## src/rtl/hex_key_entry_pkg.sv

```systemverilog
// Shared constants and types for the push-button hex entry block.
package hex_key_entry_pkg;

  localparam int KEY_CANCEL = 0;
  localparam int KEY_INC    = 1;
  localparam int KEY_NEXT   = 2;
  localparam int KEY_COMMIT = 3;

  typedef enum logic {
    ST_IDLE = 1'b0,
    ST_EDIT = 1'b1
  } state_t;

  // A single-digit editor still needs a 1-bit cursor port.
  function automatic int cursor_width(input int digits);
    return (digits > 1) ? $clog2(digits) : 1;
  endfunction

endpackage

```

## src/rtl/hex_key_entry_if.sv

```systemverilog
// Button inputs and editor outputs of hex_key_entry; slave is the editor side.
interface hex_key_entry_if
  import hex_key_entry_pkg::*;
#(
  parameter int DIGITS = 2
);

  localparam int CW = cursor_width(DIGITS);

  logic [3:0]          key_n;
  logic [4*DIGITS-1:0] value;
  logic [CW-1:0]       cursor;
  logic                editing;
  logic [4*DIGITS-1:0] result;
  logic                result_valid;

  modport master (
    output key_n,
    input  value, cursor, editing, result, result_valid
  );

  modport slave (
    input  key_n,
    output value, cursor, editing, result, result_valid
  );

endinterface

```

## src/rtl/hex_key_entry_key_debounce.sv

```systemverilog
// One button: 2-FF synchronizer, stability counter, registered press pulse.
// Pulse appears DEBOUNCE_CYCLES+2 edges after the first low sample; no backpressure.
module key_debounce #(
  parameter int DEBOUNCE_CYCLES = 500000
) (
  input  logic clk,
  input  logic rst,
  input  logic key_n,
  output logic pressed
);

  localparam int            CW       = $clog2(DEBOUNCE_CYCLES + 1);
  localparam logic [CW-1:0] CNT_LAST = CW'(DEBOUNCE_CYCLES - 1);

  logic          sync1_q, sync1_d;
  logic          sync2_q, sync2_d;
  logic          stable_q, stable_d;
  logic          stable_dly_q, stable_dly_d;
  logic          pressed_q, pressed_d;
  logic [CW-1:0] cnt_q, cnt_d;

  always_comb begin
    sync1_d      = key_n;
    sync2_d      = sync1_q;
    stable_d     = stable_q;
    stable_dly_d = stable_q;
    cnt_d        = '0;
    pressed_d    = stable_dly_q & ~stable_q;
    // The sample that would bring the count to DEBOUNCE_CYCLES flips stable instead.
    if (sync2_q != stable_q) begin
      if (cnt_q == CNT_LAST) begin
        stable_d = sync2_q;
      end else begin
        cnt_d = cnt_q + CW'(1);
      end
    end
  end

  always_ff @(posedge clk) begin
    if (rst) begin
      sync1_q      <= 1'b1;
      sync2_q      <= 1'b1;
      stable_q     <= 1'b1;
      stable_dly_q <= 1'b1;
      pressed_q    <= 1'b0;
      cnt_q        <= '0;
    end else begin
      sync1_q      <= sync1_d;
      sync2_q      <= sync2_d;
      stable_q     <= stable_d;
      stable_dly_q <= stable_dly_d;
      pressed_q    <= pressed_d;
      cnt_q        <= cnt_d;
    end
  end

  assign pressed = pressed_q;

endmodule

```

## src/rtl/hex_key_entry.sv

```systemverilog
// Hex value editor driven by four debounced push-buttons (CANCEL, INC, NEXT, COMMIT).
// A press reaches the outputs DEBOUNCE_CYCLES+3 edges after its first low sample; no backpressure.
module hex_key_entry
  import hex_key_entry_pkg::*;
#(
  parameter int DEBOUNCE_CYCLES = 500000,
  parameter int DIGITS          = 2
) (
  input  logic            clk,
  input  logic            rst,
  hex_key_entry_if.slave  bus
);

  localparam int            CW       = cursor_width(DIGITS);
  localparam logic [CW-1:0] CUR_LAST = CW'(DIGITS - 1);

  logic [3:0] pressed;

  for (genvar i = 0; i < 4; i++) begin : g_key
    key_debounce #(
      .DEBOUNCE_CYCLES(DEBOUNCE_CYCLES)
    ) u_debounce (
      .clk    (clk),
      .rst    (rst),
      .key_n  (bus.key_n[i]),
      .pressed(pressed[i])
    );
  end

  logic ev_cancel, ev_commit, ev_next, ev_inc;

  always_comb begin
    ev_cancel = pressed[KEY_CANCEL];
    ev_commit = pressed[KEY_COMMIT] & ~ev_cancel;
    ev_next   = pressed[KEY_NEXT] & ~pressed[KEY_COMMIT] & ~ev_cancel;
    ev_inc    = pressed[KEY_INC] & ~pressed[KEY_NEXT] & ~pressed[KEY_COMMIT] & ~ev_cancel;
  end

  state_t              state_q, state_d;
  logic [4*DIGITS-1:0] value_q, value_d;
  logic [4*DIGITS-1:0] result_q, result_d;
  logic [CW-1:0]       cursor_q, cursor_d;
  logic                result_valid_q, result_valid_d;
  int                  dig_lsb;

  always_comb begin
    state_d        = state_q;
    value_d        = value_q;
    result_d       = result_q;
    cursor_d       = cursor_q;
    result_valid_d = 1'b0;
    dig_lsb        = 4 * int'(cursor_q);
    case (state_q)
      ST_IDLE: begin
        // Waking press only opens the editor; it is not applied to the value.
        if (ev_next || ev_inc) begin
          state_d  = ST_EDIT;
          cursor_d = '0;
        end
      end
      ST_EDIT: begin
        if (ev_cancel) begin
          value_d = result_q;
          state_d = ST_IDLE;
        end else if (ev_commit) begin
          result_d       = value_q;
          result_valid_d = 1'b1;
          state_d        = ST_IDLE;
        end else if (ev_next) begin
          cursor_d = (cursor_q == CUR_LAST) ? '0 : cursor_q + CW'(1);
        end else if (ev_inc) begin
          value_d[dig_lsb +: 4] = value_q[dig_lsb +: 4] + 4'd1;
        end
      end
      default: state_d = ST_IDLE;
    endcase
  end

  always_ff @(posedge clk) begin
    if (rst) begin
      state_q        <= ST_IDLE;
      value_q        <= '0;
      result_q       <= '0;
      cursor_q       <= '0;
      result_valid_q <= 1'b0;
    end else begin
      state_q        <= state_d;
      value_q        <= value_d;
      result_q       <= result_d;
      cursor_q       <= cursor_d;
      result_valid_q <= result_valid_d;
    end
  end

  assign bus.value        = value_q;
  assign bus.result       = result_q;
  assign bus.cursor       = cursor_q;
  assign bus.editing      = (state_q == ST_EDIT);
  assign bus.result_valid = result_valid_q;

endmodule
```

## src/flat_wrapper.sv

```systemverilog
// flat-port wrapper written by rule: the top's interface ports become plain ports
module hex_key_entry_flat import hex_key_entry_pkg::*;
#(
  parameter int DEBOUNCE_CYCLES = 500000,
  parameter int DIGITS          = 2
)
  (clk, rst, bus_key_n, bus_value, bus_cursor, bus_editing, bus_result, bus_result_valid);
  hex_key_entry_if #(.DIGITS(DIGITS)) bus_i ();
  input  logic clk;
  input  logic rst;
  input wire logic [$bits(bus_i.key_n)-1:0] bus_key_n;
  output wire logic [$bits(bus_i.value)-1:0] bus_value;
  output wire logic [$bits(bus_i.cursor)-1:0] bus_cursor;
  output wire logic [$bits(bus_i.editing)-1:0] bus_editing;
  output wire logic [$bits(bus_i.result)-1:0] bus_result;
  output wire logic [$bits(bus_i.result_valid)-1:0] bus_result_valid;
  assign bus_i.key_n = bus_key_n;
  assign bus_value = bus_i.value;
  assign bus_cursor = bus_i.cursor;
  assign bus_editing = bus_i.editing;
  assign bus_result = bus_i.result;
  assign bus_result_valid = bus_i.result_valid;
  hex_key_entry #(.DEBOUNCE_CYCLES(DEBOUNCE_CYCLES), .DIGITS(DIGITS)) u_core (.clk(clk), .rst(rst), .bus(bus_i));
endmodule
```

## config.mk

```make
export PLATFORM = sky130hd
export DESIGN_NAME = hex_key_entry_flat
export DESIGN_NICKNAME = d
export VERILOG_FILES = /design/src/rtl/hex_key_entry_pkg.sv /design/src/rtl/hex_key_entry_if.sv /design/src/rtl/hex_key_entry_key_debounce.sv /design/src/rtl/hex_key_entry.sv /design/src/flat_wrapper.sv
export SDC_FILE = /design/constraint.sdc
export NUM_CORES = 1
export LEC_CHECK = 0
export ABC_CLOCK_PERIOD_IN_PS = 4200
export CORE_MARGIN = 3
export CORE_UTILIZATION = 52
export CTS_CLUSTER_DIAMETER = 120
export DETAILED_ROUTE_END_ITERATION = 6
export DONT_BUFFER_PORTS = 1
export PLACE_DENSITY = 0.67
export SYNTH_ARGS = -nofsm -noshare
export SYNTH_HDL_FRONTEND = slang
export SYNTH_HIERARCHICAL = 1
export SYNTH_SLANG_ARGS = --single-unit
```

## constraint.sdc

```tcl
create_clock -name clk -period 4.2 [get_ports clk]
set_input_delay 0.42 -clock clk [delete_from_list [all_inputs] [get_ports clk]]
set_output_delay 0.42 -clock clk [all_outputs]
set_load 0.05 [all_outputs]
```

==> run metrics <==
Fin Setup TNS 0 ns; Critical Path Fanout Max 15; Via Count 3799; R2R depth 6; final wirelength slightly above 9000 um; die height 103.9 um; I/O Buffers 0; period utilisation layout 0.5268; status finished clean; synth cell count leaders 115 x dfxtp_1, 95 x nor2_1, 48 x xnor2_1, 29 x nand4_1; FFs w/ async S/R, synth 0; first-pass GRT wire length about 16000 um; CTS sink cnt between 100 and 150; #FFs+latches synth 115; Required @ worst endpoint between 4 and 5 ns; Area Overhead vs Synth 14.52%; Slew Limit Headroom 0.3724; hold wc startpoint bus_key_n[1]; Via density 5.435; Critical Path Start Type flop; Post-DRT Antenna Nets 0; R2R Path End u_core/bus.value[2]; CP Capture Type flop; reg2reg start u_core/bus.cursor; CTS resizes 0; fin cells 699; ant diodes 0; Rows 35; setup violators final 0; synth unique cells between 40 and 50; GRT Util Overall 0.1763; share of post-route cells with drive strength above 1 0.1193; register-to-register setup slack 1.99 ns; Slew Limit Fails 0; final core occ 0.6144; most numerous cell in the Yosys netlist dfxtp_1; dominant cell type by area after synthesis dfxtp_1; Core Footprint 9284 um^2; Crit path largest cell delay just over 0.9 ns; Boundary Pins 25; Critical Path AT 2.56 ns; vias in the first global route 3606; Post-synth EDFFs 0; syn_area_per_cell roughly 9 um^2; f_max 452.0 MHz; Mapped Area ~5000 um^2; Max-Cap Viols 0; Layout Skew approximately 0.009 ns; clk_lat worst skew 0.50 ns; Seq/Total Area, Yosys 0.4622; Slowest cell on crit path dfxtp_1; Buffers & Inverters on Critical Path 0; Layout fillers 819; synth top area cells dfxtp_1 46%, xnor2_1 8.4%, nor2_1 7.2%; dpl hpwl 5937 um; Top FF cell, synth dfxtp_1; syn nets 558; Die X 103.9 um; VDD IR-drop max 0.2437 mV; grt ovf 0; RSZ-0062 raised after global routing no; CTS tree yes; die area 10790 um^2; Hold Crit Depth 1; YS warnings 6; worst path cell trace mux2_2, ha_1, nor4b_1, a21oi_1, or2_0, a21oi_1; PD cells ~460 nW/um^2; root buf cell clkbuf_8; drt pass-1 iters 4; drc violations 0; Total Nets Final 568; delay-heaviest family, CP flip-flops; per-cell routed wire length approximately 13 um; worst hold path type input port to flop; final RePlAce weighted congestion between 0.8 and 0.9; antenna violations before repair 0; Hold Vio Cnt, Final 0; WS Path Type flop to flop; Bufs on Longest Clock Path 2; Synth top area share 0.4622; Cells after DPL 666; initial core utilization 0.5365; starting DRC count in detailed routing 175; Num CTS Buffers 17; largest net degree at the start of global routing 22; pre-CTS WS around 2 ns; clock edge transition at the registers on the reported setup and hold paths about 0.06 ns; post-layout min period ~2.2 ns; Worst Tran Pin Value 0.9402 ns; final setup margin 1.988 ns; Static Leak 0.001753 uW; CP most frequent cell a21oi_1; FF/Latch Area 2302 um^2; number of H-tree levels 4; area of the multi-input gates 2507 um^2; Syn Inst Count 547; Hold Path End u_core/g_key[1].u_debounce/sync1_q
## worst reg2reg max path: cells and delay by family, from the launching register on
family	cells	cell delay (ns)
mux	1	0.42
compound gates	2	0.21
fa+ha+maj	1	0.23
flops	1	0.93
simple gates	2	0.28
## routing by layer
layer	vias to the layer above	wire (um)	share of wire	GRT usage
met4	0	95	0.010	0.06458
met3	10	348	0.038	0.05152
met1	1784	4365	0.48	0.2264
li1	1947	-	-	-
met5	-	0	0	0
met2	58	4301	0.47	0.2823
## layout by cell type (no fill, tap or decap), types with 5 or more instances in the layout
cell,instances
nand3_1,21
o31ai_1,6
clkbuf_16,16
or2_2,8
dfxtp_1,115
nand4_1,29
bufinv_16,5
nor4_1,21
inv_1,25
xor2_1,8
xnor2_1,48
nor3_1,26
ha_1,5
a21oi_1,22
mux2i_1,14
nor2_1,95
nand2_1,26
## cell type report
class	instances	share of cell area
sequential	115	0.4036
timing repair buffer	1	0.001755
clock buffer	18	0.07326
clock inverter	14	0.03707
inverter	25	0.01645
tap	129	0.02830
multi-input combinational	397	0.4396
## cells by family (layout without fill, tap and decap cells)
kind of cell               after synthesis  count (layout)  share of synthesized area
and+or+nand+nor                        267             267                     0.2803
DFF                                    115             115                     0.4622
xor gates and xnor gates                56              56                    0.09847
AOI/OAI and AO/OA                       53              53                    0.07938
buffers and inverters                   35              58                    0.03441
muxes                                   16              16                    0.03265
adders and majority gates                5               5                    0.01256
## sequential cells by signal (all words and copies together) (netlist names)
name	cells
u_core/bus.cursor	1
u_core/bus.editing	1
u_core/bus.result	8
u_core/bus.result_valid	1
u_core/bus.value	8
u_core/g_key.u_debounce/cnt_q	76
u_core/g_key.u_debounce/pressed	4
u_core/g_key.u_debounce/stable_dly_d	4
u_core/g_key.u_debounce/stable_dly_q	4
u_core/g_key.u_debounce/sync1_q	4
u_core/g_key.u_debounce/sync2_q	4
## power breakdown
part	total [uW]	switching [uW]	internal, uW
clock	1520	499	1020
sequential	1100	2.53	1100
combinational	17.9	11.6	6.37
total	2640	513	2120
## how the worst max path moves through the flow
stage / startpoint / endpoint / cells after the start
after floorplan: u_core/bus.cursor / u_core/bus.value[2] / 7
after global placement: u_core/bus.cursor / u_core/bus.value[2] / 6
after detailed placement: u_core/g_key[2].u_debounce/cnt_q[0] / u_core/g_key[2].u_debounce/cnt_q[7] / 5
after CTS: u_core/bus.cursor / u_core/bus.value[2] / 6
after global routing: u_core/g_key[2].u_debounce/cnt_q[0] / u_core/g_key[2].u_debounce/cnt_q[7] / 5
final: u_core/bus.cursor / u_core/bus.value[2] / 6
## per-stage QoR
| step | hold WS [ns] | cell area [um^2] | power, uW |
|---|---|---|---|
| 4_1_cts | 0.004565 | 5704 | 2667 |
| 6_report | 0.02592 | 5704 | 2636 |
| 5_1_grt | 0.003713 | 5704 | 2720 |
| 3_5_place_dp | 0.3935 | 5065 | 1137 |
| 3_3_place_gp | 0.3901 | 5065 | 1136 |
| 2_1_floorplan | 0.3895 | 4981 | 1138 |
## timing repair
action,4_1_cts,5_1_grt
setup buffers,0,0
hold buffers,1,0
hold endpoints to repair,19,0
Note: power is estimated with default switching activity, not from simulation.
